### src/rtl/conc_obs_pkg.sv
// Shared definitions for the concolic observation capture stage:
// controller state encoding, trace-record field layout and drop limit.
package conc_obs_pkg;

  typedef enum logic [1:0] {
    ST_IDLE = 2'd0,
    ST_RUN  = 2'd1,
    ST_HALT = 2'd2
  } state_t;

  // Trace record layout: {stamp, cts, ctr, v_out}
  localparam int REC_VOUT_LSB  = 0;
  localparam int REC_VOUT_W    = 4;
  localparam int REC_CTR       = 4;
  localparam int REC_CTS       = 5;
  localparam int REC_STAMP_LSB = 6;

  localparam logic [7:0] DROP_MAX = 8'd255;

  // Saturating increment for the drop counter.
  function automatic logic [7:0] sat_inc8(input logic [7:0] v);
    return (v == DROP_MAX) ? v : v + 8'd1;
  endfunction

endpackage

### src/rtl/conc_obs_capture_if.sv
// Trace read port: valid/ready drain of packed observation records.
// master = record producer (capture block), slave = trace logger.
interface conc_obs_capture_if #(
  parameter int STAMP_W = 16
);
  import conc_obs_pkg::*;

  localparam int REC_W = STAMP_W + REC_STAMP_LSB;

  logic             rd_valid;
  logic             rd_ready;
  logic [REC_W-1:0] rd_data;

  modport master (output rd_valid, output rd_data, input rd_ready);
  modport slave  (input rd_valid, input rd_data, output rd_ready);

endinterface

### src/rtl/conc_obs_fifo.sv
// First-word-fall-through FIFO. The head entry is kept in an output
// register so rd_data is valid the cycle after a push into an empty
// FIFO and holds its last value while empty. Push and pop in the same
// cycle are allowed even when full. flush empties the FIFO and cancels
// any same-cycle push or pop.
module conc_obs_fifo #(
  parameter int DEPTH = 8,
  parameter int WIDTH = 22
) (
  input  logic                   clock,
  input  logic                   reset,
  input  logic                   flush,
  input  logic                   push,
  input  logic [WIDTH-1:0]       push_data,
  input  logic                   pop,
  output logic [WIDTH-1:0]       rd_data,
  output logic [$clog2(DEPTH):0] level,
  output logic                   full,
  output logic                   empty
);

  localparam int AW = $clog2(DEPTH);
  localparam logic [AW:0]   LVL_FULL = (AW+1)'(DEPTH);
  localparam logic [AW:0]   LVL_ONE  = (AW+1)'(1);
  localparam logic [AW-1:0] PTR_ONE  = AW'(1);

  logic [WIDTH-1:0] mem [DEPTH];
  logic [AW-1:0]    wr_ptr;
  logic [AW-1:0]    rd_ptr;
  logic [AW:0]      count;
  logic [WIDTH-1:0] head_next;
  logic             do_push;
  logic             do_pop;

  assign empty   = (count == '0);
  assign full    = (count == LVL_FULL);
  assign level   = count;
  assign do_pop  = pop && !empty && !flush;
  assign do_push = push && (!full || do_pop) && !flush;

  // Select the record that will sit in the head register after this edge.
  always_comb begin
    head_next = rd_data;
    if (do_pop && (count > LVL_ONE)) begin
      head_next = mem[rd_ptr + PTR_ONE];
    end else if (do_push && (empty || (do_pop && (count == LVL_ONE)))) begin
      head_next = push_data;
    end
  end

  // Storage array write port (no reset: contents are qualified by count).
  always_ff @(posedge clock) begin
    if (do_push) begin
      mem[wr_ptr] <= push_data;
    end
  end

  // Pointers, occupancy and head register.
  always_ff @(posedge clock or posedge reset) begin
    if (reset) begin
      wr_ptr  <= '0;
      rd_ptr  <= '0;
      count   <= '0;
      rd_data <= '0;
    end else if (flush) begin
      wr_ptr  <= '0;
      rd_ptr  <= '0;
      count   <= '0;
    end else begin
      if (do_push) wr_ptr <= wr_ptr + PTR_ONE;
      if (do_pop)  rd_ptr <= rd_ptr + PTR_ONE;
      case ({do_push, do_pop})
        2'b10:   count <= count + LVL_ONE;
        2'b01:   count <= count - LVL_ONE;
        default: count <= count;
      endcase
      rd_data <= head_next;
    end
  end

endmodule

### src/rtl/conc_obs_capture.sv
// Observation stage for the b10 concolic harness: samples {cts,ctr,v_out}
// on observe cycles while running, stamps each sample with the cycle count
// since arm, and buffers the records for a valid/ready trace drain.
// Tracks lost samples with a sticky overflow flag and a saturating counter.
module conc_obs_capture
  import conc_obs_pkg::*;
#(
  parameter int DEPTH        = 8,
  parameter int STAMP_W      = 16,
  parameter int CHANGE_ONLY  = 0,
  parameter int STOP_ON_FULL = 0
) (
  input  logic                   clock,
  input  logic                   reset,
  input  logic                   arm,
  input  logic                   stop,
  input  logic                   clear,
  input  logic                   obs,
  input  logic                   cts,
  input  logic                   ctr,
  input  logic [3:0]             v_out,
  conc_obs_capture_if.master     rd,
  output logic [$clog2(DEPTH):0] level,
  output logic [1:0]             state,
  output logic                   overflow,
  output logic [7:0]             drop_cnt
);

  localparam int REC_W = STAMP_W + REC_STAMP_LSB;

  state_t             state_reg, state_next;
  logic [STAMP_W-1:0] stamp_reg, stamp_next;
  logic               first_reg, first_next;
  logic [5:0]         last_reg, last_next;
  logic               overflow_reg, overflow_next;
  logic [7:0]         drop_reg, drop_next;

  logic [5:0]         sample;
  logic [REC_W-1:0]   record;
  logic               candidate;
  logic               room;
  logic               push;
  logic               pop;
  logic               flush;
  logic               fifo_full;
  logic               fifo_empty;

  assign sample    = {cts, ctr, v_out};
  assign candidate = obs && ((CHANGE_ONLY == 0) || first_reg || (sample != last_reg));
  assign pop       = rd.rd_valid && rd.rd_ready;
  assign room      = !fifo_full || pop;

  assign rd.rd_valid = !fifo_empty;
  assign state       = state_reg;
  assign overflow    = overflow_reg;
  assign drop_cnt    = drop_reg;

  // Pack the current sample and stamp into a trace record.
  always_comb begin
    record = '0;
    record[REC_VOUT_LSB +: REC_VOUT_W] = v_out;
    record[REC_CTR]                    = ctr;
    record[REC_CTS]                    = cts;
    record[REC_STAMP_LSB +: STAMP_W]   = stamp_reg;
  end

  // Control FSM next state, capture decision and overflow accounting.
  always_comb begin
    state_next    = state_reg;
    stamp_next    = stamp_reg;
    first_next    = first_reg;
    last_next     = last_reg;
    overflow_next = overflow_reg;
    drop_next     = drop_reg;
    push          = 1'b0;
    flush         = 1'b0;

    if (clear) begin
      flush         = 1'b1;
      state_next    = ST_IDLE;
      overflow_next = 1'b0;
      drop_next     = '0;
      first_next    = 1'b1;
    end else begin
      case (state_reg)
        ST_IDLE: begin
          if (arm) begin
            state_next = ST_RUN;
            stamp_next = '0;
            first_next = 1'b1;
          end
        end
        ST_RUN: begin
          if (stop) begin
            state_next = ST_HALT;
          end else begin
            stamp_next = stamp_reg + STAMP_W'(1);
            if (candidate) begin
              if (room) begin
                push       = 1'b1;
                last_next  = sample;
                first_next = 1'b0;
              end else if (STOP_ON_FULL != 0) begin
                // Freeze the stamp at the sample that could not be stored.
                state_next    = ST_HALT;
                overflow_next = 1'b1;
                stamp_next    = stamp_reg;
              end else begin
                overflow_next = 1'b1;
                drop_next     = sat_inc8(drop_reg);
              end
            end
          end
        end
        ST_HALT: begin
          // Only clear or reset leaves HALT; the FIFO keeps draining.
        end
        default: state_next = ST_IDLE;
      endcase
    end
  end

  // Controller state registers.
  always_ff @(posedge clock or posedge reset) begin
    if (reset) begin
      state_reg    <= ST_IDLE;
      stamp_reg    <= '0;
      first_reg    <= 1'b1;
      last_reg     <= '0;
      overflow_reg <= 1'b0;
      drop_reg     <= '0;
    end else begin
      state_reg    <= state_next;
      stamp_reg    <= stamp_next;
      first_reg    <= first_next;
      last_reg     <= last_next;
      overflow_reg <= overflow_next;
      drop_reg     <= drop_next;
    end
  end

  conc_obs_fifo #(
    .DEPTH (DEPTH),
    .WIDTH (REC_W)
  ) u_fifo (
    .clock     (clock),
    .reset     (reset),
    .flush     (flush),
    .push      (push),
    .push_data (record),
    .pop       (pop),
    .rd_data   (rd.rd_data),
    .level     (level),
    .full      (fifo_full),
    .empty     (fifo_empty)
  );

endmodule

### src/flat_wrapper.sv
// flat-port wrapper written by rule: the top's interface ports become plain ports
module conc_obs_capture_flat import conc_obs_pkg::*;
#(
  parameter int DEPTH        = 8,
  parameter int STAMP_W      = 16,
  parameter int CHANGE_ONLY  = 0,
  parameter int STOP_ON_FULL = 0
)
  (clock, reset, arm, stop, clear, obs, cts, ctr, v_out, level, state, overflow, drop_cnt, rd_rd_valid, rd_rd_data, rd_rd_ready);
  conc_obs_capture_if #(.STAMP_W(STAMP_W)) rd_i ();
  input  logic clock;
  input  logic reset;
  input  logic arm;
  input  logic stop;
  input  logic clear;
  input  logic obs;
  input  logic cts;
  input  logic ctr;
  input  logic [3:0] v_out;
  output logic [$clog2(DEPTH):0] level;
  output logic [1:0] state;
  output logic overflow;
  output logic [7:0] drop_cnt;
  output wire logic [$bits(rd_i.rd_valid)-1:0] rd_rd_valid;
  output wire logic [$bits(rd_i.rd_data)-1:0] rd_rd_data;
  input wire logic [$bits(rd_i.rd_ready)-1:0] rd_rd_ready;
  assign rd_rd_valid = rd_i.rd_valid;
  assign rd_rd_data = rd_i.rd_data;
  assign rd_i.rd_ready = rd_rd_ready;
  conc_obs_capture #(.DEPTH(DEPTH), .STAMP_W(STAMP_W), .CHANGE_ONLY(CHANGE_ONLY), .STOP_ON_FULL(STOP_ON_FULL)) u_core (.clock(clock), .reset(reset), .arm(arm), .stop(stop), .clear(clear), .obs(obs), .cts(cts), .ctr(ctr), .v_out(v_out), .rd(rd_i), .level(level), .state(state), .overflow(overflow), .drop_cnt(drop_cnt));
endmodule
### config.mk
export PLATFORM = sky130hd
export DESIGN_NAME = conc_obs_capture_flat
export DESIGN_NICKNAME = d
export VERILOG_FILES = /design/src/rtl/conc_obs_pkg.sv /design/src/rtl/conc_obs_capture_if.sv /design/src/rtl/conc_obs_fifo.sv /design/src/rtl/conc_obs_capture.sv /design/src/flat_wrapper.sv
export SDC_FILE = /design/constraint.sdc
export NUM_CORES = 1
export LEC_CHECK = 0
export BUFFER_PORTS_ARGS = -buffer_cell sky130_fd_sc_hd__buf_2
export CAP_MARGIN = 30
export CORE_MARGIN = 1.5
export CORE_UTILIZATION = 40
export DETAILED_ROUTE_END_ITERATION = 10
export PLACE_DENSITY = 0.62
export SLEW_MARGIN = 25
export SYNTH_ARGS = -nofsm -noshare
export SYNTH_HDL_FRONTEND = slang
export SYNTH_HIERARCHICAL = 1
export SYNTH_SLANG_ARGS = --single-unit
export TNS_END_PERCENT = 20
### constraint.sdc
create_clock -name clock -period 11.8 [get_ports clock]
set_input_delay 0.59 -clock clock [delete_from_list [all_inputs] [get_ports clock]]
set_output_delay 0.59 -clock clock [all_outputs]
set_load 0.02 [all_outputs]
==> run metrics, run 1 <==
Post-Synthesis Cells=663; GRT Util Overall=between 10% and 20%; fill count=around 2100; FMAX=269 MHz; CTS clk-pin slew, worst paths=60 ps; crit start category=flip-flop; initial antenna violation count=1; Total Neg Setup Slack=0 ps; most numerous cell in the Yosys netlist=edfxtp_1; measured slew at the worst slew-check pin=863 ps; Min Hold Slack=140 ps; H-tree Lvls=1; outcome=completed; largest area contributor in the netlist=edfxtp_1; post-route ant nets=0; final wirelength=between 20000 and 25000 microns; crit end category=flip-flop; unrepaired setup endpoints after global routing=no; Critical Path RT=11960 ps; initial core utilization=40.8%; CTS tree=done; clk buf depth=3; ant diodes=0; post-CTS setup buffers=0; Die H=160 microns; number of synthesized flops with an enable pin=176; Slew HR=a little over two fifths; share of post-route cells with drive strength above 1=17.1%; row count=57; post-synthesis cell type count=60; top cell type's share of synthesized area=53.5%; final setup fails=0; Hold Crit Class=in -> async; worst-path fanout max=22; drt wl/cell=21.1 microns; Cell Pwr Density=about 150 nW/um^2; max-slew violations=0; port bufs=50; Skew-Pair Late Insertion Delay=around 530 ps; Leakage=4.03 nW; commonest cells in the netlist=176 x edfxtp_1, 93 x mux2i_1, 59 x dfrtp_1, 44 x a22oi_1, 29 x and3_1; largest net degree at the start of global routing=61; clock skew=6.89 ps; Yosys warning count=6; Final min period=3710 ps; main flop type after synthesis=edfxtp_1; drt drc=0; gr ovfl total=0; Die Span X=160 microns; async set-reset flop share out of synthesis=around 25%; area of the mapped netlist=9880 sq um; initial drt markers=358; CP arrival=between 3000 and 4000 ps; root buf cell=clkbuf_16; area grow syn2layout=14.9%; leading cell types by total area after synthesis=edfxtp_1 53%, dfrtp_1 15%, mux2i_1 9.4%; kind of critical path=reg -> reg; Max VDD drop=0.0896 mV; vias in the first global route=5911; Mean Syn Cell Area=14.9 sq um; drt pass-1 iters=7; CTS Sinks=approximately 240; number of max-cap violations=0; CTS Hold Buffers Added=0; post-cts sizing count=0; Yosys reg bits=235; final critical-path share of the clock period=31.5%; Vias=5901; Multi-input gate area=2930 sq um; IO Count=a little over 50; Reg2Reg Depth=10; dpl hpwl=14000 microns; fin nets=738; max FFs per register=176; Seq/Total Area, Yosys=68.4%; routed vias/inst=5.56; gp weighted congestion=0.820; first-pass GRT wire length=34300 microns; CTS buffer count=25; die area=25700 sq um; core box area=24200 sq um; syn_nets=683; Hold Fails Final Rpt=0; Reg area=6770 sq um
==> cell type report <==
cell class / instances / area share (%)
clock buffers: 29 / 5.82
clock inverters: 17 / 1.48
inverters: 15 / 0.507
multi-input cells: 380 / 25.8
flip-flops and latches: 235 / 59.6
well taps: 324 / 3.57
repair buffers: 61 / 3.27
==> worst paths after layout <==
check,from,endpoint,slack [ps]
max in group asynchronous,reset,u_core/u_fifo/rd_ptr[0],11210
min in group clock,stop,u_core/state[1],380
setup reg to reg,u_core/u_fifo/level[0],u_core/u_fifo/mem[2][7],8090
setup / recovery,u_core/u_fifo/level[0],u_core/u_fifo/mem[2][7],8090
hold reg to reg,u_core/u_fifo/rd_data[16],u_core/u_fifo/rd_data[16],510
hold / removal,reset,u_core/drop_cnt[2],140
==> kinds of logic (layout without fill, tap and decap cells) <==
logic type                 count (synthesis)  in the layout  share of synthesized area (%)
xor gates and xnor gates                   5              5                          0.443
AOI/OAI and AO/OA                        127            127                           9.47
buffers and inverters                     48            122                           2.70
DFF                                      235            235                           68.4
muxes                                     94             94                           9.53
and+or+nand+nor                          147            147                           8.56
adders and majority gates                  7              7                          0.886
==> report_power, final <==
part	switching [W]	internal, W	leakage (nW)	total [W]
sequential	0.0000102	0.000894	2.34	0.000904
clock	0.000313	0.000467	0.414	0.000780
combinational	0.0000324	0.0000179	1.28	0.0000503
total	0.000355	0.00138	4.03	0.00173
==> worst max-delay path, stage by stage, from the launching register on <==
cell      delay, ps
dfrtp_1         470
inv_1            80
ha_1            280
or3b_4          290
clkinv_2         80
inv_1            70
nand2_1          80
a211oi_2        540
nand2_1         250
or3_1           560
nor2_4          630
==> per-layer routing <==
metal	GRT usage, %	part of all wire [%]	vias up
li1	-	-	2723
met1	22.8	43	2985
met2	30.0	50	156
met3	2.55	4.7	37
met4	5.69	2.9	0
met5	0	0	-
==> cell usage in the layout (no fill, tap or decap), drive strengths merged, types with 2 or more instances in the layout <==
cell type	n
xor2	3
nor4b	2
inv	15
o21ai	16
or2b	2
or3	2
and4	4
a211oi	3
and2	4
edfxtp	176
or3b	2
nand2b	6
clkbuf	29
and3	29
a22oi	44
nor2	26
bufinv	3
o211ai	2
nand3	12
a31oi	5
a221o	22
clkinv	14
nor3b	2
a21oi	17
xnor2	2
and2b	5
nor3	7
mux2i	93
ha	7
o311ai	2
nand2	28
dfrtp	59
o31ai	8
buf	61
or4	10
==> metrics by stage <==
step | instance area (sq um) | std cells | total power (W) | setup WS [ps] | utilization (%)
after floorplan | 9880 | 663 | 0.000950 | 7470 | -
after global routing | 11400 | 1061 | 0.00179 | 7820 | 46.8
final | 11400 | 1061 | 0.00173 | 8090 | 46.8
after global placement | 10400 | 1011 | 0.000970 | 7550 | 43.0
after detailed placement | 10500 | 1013 | 0.000972 | 7760 | 43.2
after CTS | 11300 | 1059 | 0.00175 | 7740 | 46.6
No activity file was read; power rests on OpenSTA's default activity.
==> run 2, diff against run 1 <==
==> constraint.sdc (replaced) <==
create_clock -name clock -period 3.75 [get_ports clock]
set_input_delay 0.1875 -clock clock [delete_from_list [all_inputs] [get_ports clock]]
set_output_delay 0.1875 -clock clock [all_outputs]
set_load 0.02 [all_outputs]
==> run metrics, run 2 (synthesis gave the netlist of run 1 again) <==
die area=25700 sq um (unchanged); Psw=0.00114 W (+220%); first-pass GRT wire length=34900 microns (+1.7%); Leakage=4.09 nW (+1.6%); number of max-cap violations=0 (unchanged); CTS Sinks=235 (unchanged); final wirelength=22600 microns (+0.95%); dpl hpwl=14300 microns (+1.5%); Final min period=3120 ps (-597 ps); gr ovfl total=0 (unchanged); drt wl/cell=20.9 microns (-0.92%); final non-filler cell total=1081 (+1.9%); GRT Util Overall=17.6% (+0.14 points); post-route ant nets=0 (unchanged); CTS tree=done; ant diodes=0 (unchanged); Hold Fails Final Rpt=0 (unchanged); port bufs=50 (unchanged); initial core utilization=40.8% (unchanged); largest net degree at the start of global routing=55 (-9.8%); commonest non-fill, non-tap cell in the layout=edfxtp_1; clock share of power=43.7% (-1.3 points); Post-DP Area=10600 sq um (+0.81%); routed vias/inst=5.55 (-0.22%); max-slew violations=0 (unchanged); dpl ws=654 ps (-7110 ps); area grow syn2layout=15.6%; initial drt markers=423 (+18%); Die Span X=160 microns (unchanged); register share of total power=53.2% (+1.1 points); post-route setup slack=634 ps (-7450 ps); final core utilization=47.1% (+0.29 points); Vias=5999 (+1.7%); share of post-route cells with drive strength above 1=18.6% (+1.5 points); initial antenna violation count=0 (-1); vias in the first global route=6052 (+2.4%); Slew HR=37.8% (-4.7 points); most frequent cells in the layout=176 x edfxtp_1, 93 x mux2i_1, 58 x dfrtp_1; measured slew at the worst slew-check pin=933 ps (+70.4 ps); Min Hold Slack=10.3 ps (-130 ps); Critical Path RT=3930 ps (-8030 ps); CTS buffer count=25 (unchanged); clock skew=16.1 ps (+9.17 ps); design area=11400 sq um (+0.63%); CTS clk-pin slew, worst paths=60 ps (about the same); final setup fails=0 (unchanged); gp weighted congestion=0.860 (+4.8%); fill count=2153 (+0.65%); core box area=24200 sq um (unchanged); kind of critical path=reg -> reg; Skew-Pair Late Insertion Delay=520 ps (about the same); Cell Pwr Density=468 nW/um^2 (+210%); H-tree Lvls=1 (unchanged); internal power=0.00421 W (+210%); drt drc=0 (unchanged); IO Count=51 (unchanged); crit end category=flip-flop; max FFs per register=176 (unchanged); CP arrival=3290 ps (-580 ps); Hold Crit Class=in -> reg; final critical-path share of the clock period=83.1% (+52 points); Switching Fraction=21.3% (+0.82 points); root buf cell=clkbuf_16; unrepaired setup endpoints after global routing=no; outcome=completed; Max VDD drop=0.315 mV (+250%); drt pass-1 iters=5 (-2); Combinational Power Share=3.1% (+0.2 points); post-cts sizing count=0 (unchanged); fin nets=758 (+2.7%); clk buf depth=3 (unchanged); crit start category=flip-flop; Placed Cells=1028 (+1.5%); row count=57 (unchanged); worst-path fanout max=22 (unchanged); FMAX=321 MHz (+19%); Die H=160 microns (unchanged)
run 2: final timing paths:
check	startpoint	endpoint	slack, ps	cells past startpoint
min in group asynchronous	reset	u_core/overflow	280	3
worst min register to register	u_core/overflow	u_core/overflow	520	2
worst max register to register	u_core/u_fifo/level[0]	u_core/u_fifo/mem[0][12]	630	11
worst max-delay path	u_core/u_fifo/level[0]	u_core/u_fifo/mem[0][12]	630	11
max in group asynchronous	reset	u_core/drop_cnt[2]	2970	4
worst min-delay path	v_out[1]	u_core/u_fifo/mem[1][1]	10	1
run 2: layout make-up:
| cell class | instances | area (sq um) | share of cell area [%] |
|---|---|---|---|
| Inverter | 15 | 57.6 | 0.504 |
| Clock inverter | 19 | 139 | 1.22 |
| Tap cell | 324 | 405 | 3.55 |
| Clock buffer | 27 | 653 | 5.72 |
| Sequential cell | 235 | 6770 | 59.2 |
| Timing Repair Buffer | 81 | 508 | 4.45 |
| Multi-Input combinational cell | 380 | 2900 | 25.4 |
run 2: power groups by stage:
stage	Clock (W)	Combinational [W]	Sequential, W
floorplan	0	0.0000731	0.00291
global placement	0	0.000155	0.00290
detailed placement	0	0.000162	0.00290
CTS	0.00240	0.000167	0.00285
global route	0.00249	0.000180	0.00285
finish	0.00234	0.000165	0.00285
run 2: critical path, stage by stage (launching register included):
cell and delay [ps]:
dfrtp_1 460, inv_1 70, ha_1 260, or3b_4 280, clkinv_2 80, inv_1 70
nand2_1 60, a211oi_1 300, nand2_1 180, or3_1 500, nor3_4 150, buf_4 360
run 2: what timing repair did:
item / 4_1_cts / 5_1_grt
hold buffers: 7 / 0
endpoints found under the hold margin: 86 / 0
buffers inserted: 0 / 0
run 2: per-stage QoR:
step / setup TNS [ps] / power, W
floorplan: -8110 / 0.00299
global placement: 0 / 0.00306
detailed placement: 0 / 0.00306
CTS: 0 / 0.00541
global route: 0 / 0.00552
finish: 0 / 0.00535
run 2: metal layers:
layer / vias to the layer above / GRT usage [%] / routed length (microns)
li1: 2762 / - / -
met3: 23 / 2.31 / 1000
met4: 0 / 4.63 / 321
met5: - / 0 / 0
met2: 159 / 29.0 / 10900
met1: 3055 / 24.7 / 10400
